$ cat src/rtl/spi_ctrl_pkg.sv
// Shared types and constants for the SPI register transaction controller.
//   spi_ctrl_state_t : transaction FSM states
//   CMD_RW_BIT/ADDR_W: command byte layout (bit 7 = read, bits 6:0 = address)
//   STATUS_*         : status byte layout {signature, 2'b00, overrun, timeout}
package spi_ctrl_pkg;

  localparam int unsigned DATA_W         = 8;
  localparam int unsigned ADDR_W         = 7;
  localparam int unsigned FRAME_W        = 16;
  localparam int unsigned CMD_RW_BIT     = 7;
  localparam int unsigned STATUS_TO_BIT  = 0;
  localparam int unsigned STATUS_OVR_BIT = 1;
  localparam int unsigned STATUS_SIG_LSB = 4;

  typedef enum logic [2:0] {
    ST_IDLE,
    ST_CMD,
    ST_WR_DATA,
    ST_RD_WAIT,
    ST_RD_READY
  } spi_ctrl_state_t;

  // Assemble the status byte reported at the start of every frame.
  function automatic logic [DATA_W-1:0] status_byte(input logic [3:0] sig,
                                                    input logic       ovr,
                                                    input logic       to);
    logic [DATA_W-1:0] s;
    s = '0;
    s[STATUS_SIG_LSB +: 4] = sig;
    s[STATUS_OVR_BIT]      = ovr;
    s[STATUS_TO_BIT]       = to;
    return s;
  endfunction

endpackage

$ cat src/rtl/spi_rd_timer.sv
// Read-response watchdog: loadable down-counter that flags expiry.
//   i_start    : load RD_TIMEOUT (the cycle after i_start counts as 1)
//   i_abort    : stop counting without expiring
//   o_expire_c : high during the RD_TIMEOUT-th cycle after the load
module spi_rd_timer #(
  parameter int unsigned RD_TIMEOUT = 16
) (
  input  logic clk,
  input  logic rst_n,
  input  logic i_start,
  input  logic i_abort,
  output logic o_expire_c
);

  localparam int unsigned CNT_W = $clog2(RD_TIMEOUT + 1);

  logic [CNT_W-1:0] r_cnt;

  // Zero means idle; start has priority over abort.
  always_ff @(posedge clk or negedge rst_n) begin
    if (!rst_n) begin
      r_cnt <= '0;
    end else if (i_start) begin
      r_cnt <= CNT_W'(RD_TIMEOUT);
    end else if (i_abort) begin
      r_cnt <= '0;
    end else if (r_cnt != '0) begin
      r_cnt <= r_cnt - CNT_W'(1);
    end
  end

  assign o_expire_c = (r_cnt == CNT_W'(1));

endmodule

$ cat src/rtl/spi_reg_ctrl.sv
// Byte-level SPI frame decoder driving the register bus.
//   clk, rst_n                : system clock, async active-low reset
//   cs_active, rx_valid/byte  : frame level and received bytes from the front-end
//   tx_byte                   : next byte to shift out (status or read data)
//   reg_addr/wr_en/wdata      : register write port
//   reg_rd_en/rdata/rd_valid  : register read port
//   err_timeout, err_overrun  : sticky errors, cleared by the next command byte
//   frame_cnt, busy           : completed non-empty frames, FSM not idle
module spi_reg_ctrl
  import spi_ctrl_pkg::*;
#(
  parameter int unsigned RD_TIMEOUT = 16,
  parameter logic [7:0]  FILL_BYTE  = 8'hEE,
  parameter logic [3:0]  STATUS_SIG = 4'hA
) (
  input  logic               clk,
  input  logic               rst_n,
  input  logic               cs_active,
  input  logic               rx_valid,
  input  logic [DATA_W-1:0]  rx_byte,
  output logic [DATA_W-1:0]  tx_byte,
  output logic [ADDR_W-1:0]  reg_addr,
  output logic               reg_wr_en,
  output logic [DATA_W-1:0]  reg_wdata,
  output logic               reg_rd_en,
  input  logic [DATA_W-1:0]  reg_rdata,
  input  logic               reg_rd_valid,
  output logic               err_timeout,
  output logic               err_overrun,
  output logic [FRAME_W-1:0] frame_cnt,
  output logic               busy
);

  spi_ctrl_state_t    r_state, w_state_nxt;
  logic               r_cs_d;
  logic [DATA_W-1:0]  r_tx, w_tx_nxt;
  logic [ADDR_W-1:0]  r_addr, w_addr_nxt;
  logic               r_wr_en, w_wr_en_nxt;
  logic [DATA_W-1:0]  r_wdata, w_wdata_nxt;
  logic               r_rd_en, w_rd_en_nxt;
  logic               r_err_to, w_err_to_nxt;
  logic               r_err_ovr, w_err_ovr_nxt;
  logic [FRAME_W-1:0] r_frame_cnt, w_frame_cnt_nxt;
  logic               r_had_byte, w_had_byte_nxt;
  logic               r_busy;
  logic               w_cs_rise, w_frame_end, w_abort, w_expire_c;

  spi_rd_timer #(.RD_TIMEOUT(RD_TIMEOUT)) u_rd_timer (
    .clk       (clk),
    .rst_n     (rst_n),
    .i_start   (w_rd_en_nxt),
    .i_abort   (w_abort),
    .o_expire_c(w_expire_c)
  );

  // State and datapath registers. r_cs_d resets high so a frame already
  // active when reset releases is not mistaken for a new one.
  always_ff @(posedge clk or negedge rst_n) begin
    if (!rst_n) begin
      r_state     <= ST_IDLE;
      r_cs_d      <= 1'b1;
      r_tx        <= '0;
      r_addr      <= '0;
      r_wr_en     <= 1'b0;
      r_wdata     <= '0;
      r_rd_en     <= 1'b0;
      r_err_to    <= 1'b0;
      r_err_ovr   <= 1'b0;
      r_frame_cnt <= '0;
      r_had_byte  <= 1'b0;
      r_busy      <= 1'b0;
    end else begin
      r_state     <= w_state_nxt;
      r_cs_d      <= cs_active;
      r_tx        <= w_tx_nxt;
      r_addr      <= w_addr_nxt;
      r_wr_en     <= w_wr_en_nxt;
      r_wdata     <= w_wdata_nxt;
      r_rd_en     <= w_rd_en_nxt;
      r_err_to    <= w_err_to_nxt;
      r_err_ovr   <= w_err_ovr_nxt;
      r_frame_cnt <= w_frame_cnt_nxt;
      r_had_byte  <= w_had_byte_nxt;
      r_busy      <= (w_state_nxt != ST_IDLE);
    end
  end

  // Next-state and datapath decode.
  always_comb begin
    w_cs_rise       = cs_active & ~r_cs_d;
    w_frame_end     = (r_state != ST_IDLE) & ~cs_active;
    w_state_nxt     = r_state;
    w_tx_nxt        = r_tx;
    // Address advances in the cycle after each write strobe.
    w_addr_nxt      = r_wr_en ? r_addr + ADDR_W'(1) : r_addr;
    w_wr_en_nxt     = 1'b0;
    w_wdata_nxt     = r_wdata;
    w_rd_en_nxt     = 1'b0;
    w_err_to_nxt    = r_err_to;
    w_err_ovr_nxt   = r_err_ovr;
    w_frame_cnt_nxt = r_frame_cnt;
    w_had_byte_nxt  = r_had_byte | (rx_valid & (r_state != ST_IDLE));
    w_abort         = 1'b0;

    case (r_state)
      ST_IDLE: begin
        if (w_cs_rise) begin
          w_state_nxt    = ST_CMD;
          w_tx_nxt       = status_byte(STATUS_SIG, r_err_ovr, r_err_to);
          w_had_byte_nxt = 1'b0;
        end
      end
      ST_CMD: begin
        if (rx_valid) begin
          w_err_to_nxt  = 1'b0;
          w_err_ovr_nxt = 1'b0;
          w_addr_nxt    = rx_byte[ADDR_W-1:0];
          if (rx_byte[CMD_RW_BIT]) begin
            // A read whose frame is already closing is never requested.
            w_rd_en_nxt = cs_active;
            w_state_nxt = ST_RD_WAIT;
          end else begin
            w_state_nxt = ST_WR_DATA;
          end
        end
      end
      ST_WR_DATA: begin
        if (rx_valid) begin
          w_wr_en_nxt = 1'b1;
          w_wdata_nxt = rx_byte;
        end
      end
      ST_RD_WAIT: begin
        if (rx_valid) begin
          w_err_ovr_nxt = 1'b1;
        end
        // Returning data beats an expiry in the same cycle.
        if (cs_active && reg_rd_valid) begin
          w_tx_nxt    = reg_rdata;
          w_state_nxt = ST_RD_READY;
          w_abort     = 1'b1;
        end else if (cs_active && w_expire_c) begin
          w_tx_nxt     = FILL_BYTE;
          w_err_to_nxt = 1'b1;
          w_state_nxt  = ST_RD_READY;
        end
      end
      ST_RD_READY: begin
        if (rx_valid && cs_active) begin
          w_addr_nxt  = r_addr + ADDR_W'(1);
          w_rd_en_nxt = 1'b1;
          w_state_nxt = ST_RD_WAIT;
        end
      end
      default: w_state_nxt = ST_IDLE;
    endcase

    // Frame close overrides the state move; any pending read is dropped.
    if (w_frame_end) begin
      w_state_nxt    = ST_IDLE;
      w_abort        = 1'b1;
      w_had_byte_nxt = 1'b0;
      if (r_had_byte || rx_valid) begin
        w_frame_cnt_nxt = r_frame_cnt + FRAME_W'(1);
      end
    end
  end

  assign tx_byte     = r_tx;
  assign reg_addr    = r_addr;
  assign reg_wr_en   = r_wr_en;
  assign reg_wdata   = r_wdata;
  assign reg_rd_en   = r_rd_en;
  assign err_timeout = r_err_to;
  assign err_overrun = r_err_ovr;
  assign frame_cnt   = r_frame_cnt;
  assign busy        = r_busy;

endmodule
$ cat config.mk
export PLATFORM = sky130hd
export DESIGN_NAME = spi_reg_ctrl
export DESIGN_NICKNAME = d
export VERILOG_FILES = /design/src/rtl/spi_ctrl_pkg.sv /design/src/rtl/spi_rd_timer.sv /design/src/rtl/spi_reg_ctrl.sv
export SDC_FILE = /design/constraint.sdc
export NUM_CORES = 1
export LEC_CHECK = 0
export ABC_AREA = 1
export CAP_MARGIN = 30
export CORE_ASPECT_RATIO = 1.4
export CORE_UTILIZATION = 50
export CTS_BUF_LIST = sky130_fd_sc_hd__clkbuf_8
export DETAILED_ROUTE_END_ITERATION = 12
export DONT_BUFFER_PORTS = 1
export SLEW_MARGIN = 25
export SYNTH_ARGS = -nofsm -noshare
export SYNTH_HDL_FRONTEND = slang
export SYNTH_SLANG_ARGS = --single-unit
$ cat constraint.sdc
create_clock -name clk -period 1.7 [get_ports clk]
set_input_delay 0.34 -clock clk [delete_from_list [all_inputs] [get_ports clk]]
set_output_delay 0.34 -clock clk [all_outputs]
set_load 0.1 [all_outputs]
==> impl_metrics.toml <==
[synth]
ys_seq_area_share_pct = 47.08
postSynthAreaPerCell_um2 = 7.347
synth.largest_area_cell = "dfrtp_1"
ys_async_sr_fraction_pct = 100.0
yosys_register_bits = 54
netlist_top_cells_count = "nand2_1 (154), dfrtp_1 (53), nor2_1 (47), inv_1 (41), nand3_1 (32)"
syn_nets = 417
synth.distinct_cells = 25
synth_top_area_share_pct = 46.17
syn_area_mm2 = 0.002873
yosysMostFrequentCell = "nand2_1"
synth_top_flop_cell = "dfrtp_1"
synth.top_cells.by_area = "dfrtp_1 (46%), nand2_1 (20%), nor2_1 (6.1%)"
yosys_warnings = 0
syn_inst = 391
synth_enable_flop_cells = 0

[clock_tree]
cts_root_buffer = "clkbuf_8"
cts.sinks = 54
clkTransAtPathRegs_ns = 0.10
insertion_delay_ns = 0.31
cts_tree = "yes"
max-clock-path-buffers = 2
cts_buffers = 5
htree_levels = 2

[finish]
final_cell_area_mm2 = 0.003502
synthToLayoutAreaGrowth_pct = 21.91
drive_gt1_share_pct = 20.40
final_core_util_pct = 63.38
antenna_cells = 0
fin_nets = 476
fillCellCount = 509

[worst_setup_path]
timing.rr.start = "r_state[1]$_DFF_PN0_"
cpLargestDelayFamily = "simple AND/OR/NAND/NOR gates"
cp_cell_sequence = "nor2_2, nand2_1, nor2_1, buf_4, a31oi_1, nand2_1, nor2_1"
r2r-end = "u_rd_timer.r_cnt[0]$_DFFE_PN0P_"
critPathKind = "reg2reg"
cp_max_fo = 5
path_buf_inv = 1
cp-start-kind = "flip-flop"
ff2ff_setup_slack_ns = 0.18
cp-end-kind = "flip-flop"
crit_arrival_ns = 1.77
worstPathRequired_ns = 1.95
reg2regPathDepth = 7
worst_path_max_delay_cell = "dfrtp_1"
max_stage_delay_ns = 0.49
critical_path_cell_count = 7

[die]
placeableCoreArea_mm2 = 0.005525
die_w_um = 66.06
rows = 32
die_area_mm2 = 0.006057
initial_core_util_pct = 51.99
io-pin-count = 65
die_h_um = 91.69

[power]
power_frac_seq_pct = 29.3
intPower_w = 0.002950
ir_drop_v = 0.001465
clockPowerShare_pct = 10.7
p_switching_w = 0.003961
total_power_w = 0.006910
p_per_area_mw_per_mm2 = 1973
p_leak_nw = 1.882
switching_share_pct = 57.31
pwr-share-comb_pct = 60.0

[detailed_routing]
num_vias = 2619
dr.pass1.iters = 4
final_antenna_net_count = 0
wl_met2_mm = 3.700
drt-initial-drc-count = 102
drt-met1-wl_mm = 2.614
routed_via_density = 5.046
drt_wl_total_mm = 6.700
dr_wl_met3_um = 251
avgRoutedWirePerCell_um = 12.91
top_layer = "met4"
drc = 0

[min_path]
worstHoldEndpoint = "reg_wdata[5]$_DFFE_PN0P_"
hold_depth = 2
holdCritStartpoint = "rx_byte[5]"
hp-class = "in2reg"

[global_route]
overflow = 0
antenna_found_initial = 0
grt_usage_pct = 24.90
grt_pass1_wl_mm = 11.48
grt_max_degree = 55
first_global_vias = 2620

[placement]
placed_area_mm2 = 0.003326
gp_congestion = 0.8616
numPortBuffers = 0
dpl.hpwl_mm = 5.027

[run]
maxCapViolCount = 0

[timing]
hold_violations = 0
period_needed_ns = 1.524
setup_violations = 0
clock_skew_ns = 0.01062
rsz0062_at_grt = "no"
slew_violations = 0
min_period_over_period_pct = 89.63
setup_tns_ns = 0
worst_pin_slew_ns = 0.3596
relSlewSlack_pct = 75.96
fmax_mhz = 656.3

[status]
status = "complete, no violations"
[worst max path at each step]
stage | from | end | slack [ns]
floorplan | frame_cnt[12]$_DFFE_PN0P_ | frame_cnt[15]$_DFFE_PN0P_ | 0.004
global placement | r_state[2]$_DFF_PN0_ | u_rd_timer.r_cnt[2]$_DFFE_PN0P_ | 0.18
detailed placement | u_rd_timer.r_cnt[0]$_DFFE_PN0P_ | tx_byte[5]$_DFFE_PN0P_ | 0.16
CTS | u_rd_timer.r_cnt[0]$_DFFE_PN0P_ | tx_byte[5]$_DFFE_PN0P_ | 0.15
global route | r_state[1]$_DFF_PN0_ | u_rd_timer.r_cnt[2]$_DFFE_PN0P_ | 0.02
finish | r_state[1]$_DFF_PN0_ | u_rd_timer.r_cnt[0]$_DFFE_PN0P_ | 0.18
[cells in the final DEF, fill, tap and decap left out, types with 4 or more instances in the layout]
cell	n
dfrtp_1	35
ha_1	5
buf_4	52
clkbuf_8	6
nand3_1	31
xnor2_1	7
nand2_1	153
o21ai_0	10
nand4_1	5
xor2_1	9
nor2_1	47
nand2_2	4
inv_1	42
dfrtp_2	18
a21oi_1	4
[power by group through the flow]
| stage | combinational (W) | sequential [W] | clock, W |
|---|---|---|---|
| 6_report | 0.00415 | 0.00202 | 0.000738 |
| 5_1_grt | 0.00441 | 0.00208 | 0.000810 |
| 4_1_cts | 0.00413 | 0.00202 | 0.000760 |
| 3_5_place_dp | 0.00409 | 0.00204 | 0 |
| 3_3_place_gp | 0.00404 | 0.00204 | 0 |
| 2_1_floorplan | 0.00112 | 0.00417 | 0 |
[metal layers]
metal | vias up | track usage, %
li1 | 1331 | -
met5 | - | 0
met2 | 52 | 46.85
met4 | 0 | 9.043
met1 | 1227 | 26.38
met3 | 9 | 4.851
[flip-flops by register name, indices dropped and copies added (netlist names), 3 cells and up]
signal and cells:
frame_cnt 16, reg_wdata 8, tx_byte 8, reg_addr 7, u_rd_timer.r_cnt 5, r_state 3
[what timing repair did]
| action | 4_1_cts | 5_1_grt |
|---|---|---|
| buffers inserted | 0 | 4 |
| resized for setup | 0 | 2 |
| setup endpoints to repair | 0 | 5 |
| hold endpoints to repair | 54 | 1 |
| hold buffers | 2 | 1 |
[cell type report]
type / instances / area [um^2] / area share [%]
Clock buffer: 6 / 82.58 / 2.358
Timing Repair Buffer: 55 / 437.9 / 12.50
Multi-Input combinational cell: 290 / 1348 / 38.48
Sequential cell: 54 / 1375 / 39.26
Inverter: 44 / 165.2 / 4.716
Tap cell: 68 / 85.08 / 2.429
Clock inverter: 2 / 8.758 / 0.2501
[per-stage QoR]
| step | hold WS (ns) | worst slack (ns) | instances |
|---|---|---|---|
| after floorplan | 0.04441 | 0.003688 | 391 |
| after global placement | 0.04543 | 0.1771 | 504 |
| after detailed placement | 0.04567 | 0.1636 | 504 |
| after CTS | 0.01387 | 0.1488 | 514 |
| after global routing | 0.1234 | 0.01515 | 519 |
| final | 0.1350 | 0.1764 | 519 |
[kinds of logic (layout without fill, tap and decap cells)]
| logic type | Yosys count | in the layout | synth area share [%] |
|---|---|---|---|
| AOI/OAI and AO/OA | 21 | 21 | 3.963 |
| xor gates and xnor gates | 16 | 16 | 4.878 |
| adders and majority gates | 5 | 5 | 2.178 |
| buffers and inverters | 47 | 107 | 6.272 |
| DFF | 54 | 54 | 47.08 |
| and+or+nand+nor | 248 | 248 | 35.63 |
(Power assumes the default switching activity.)
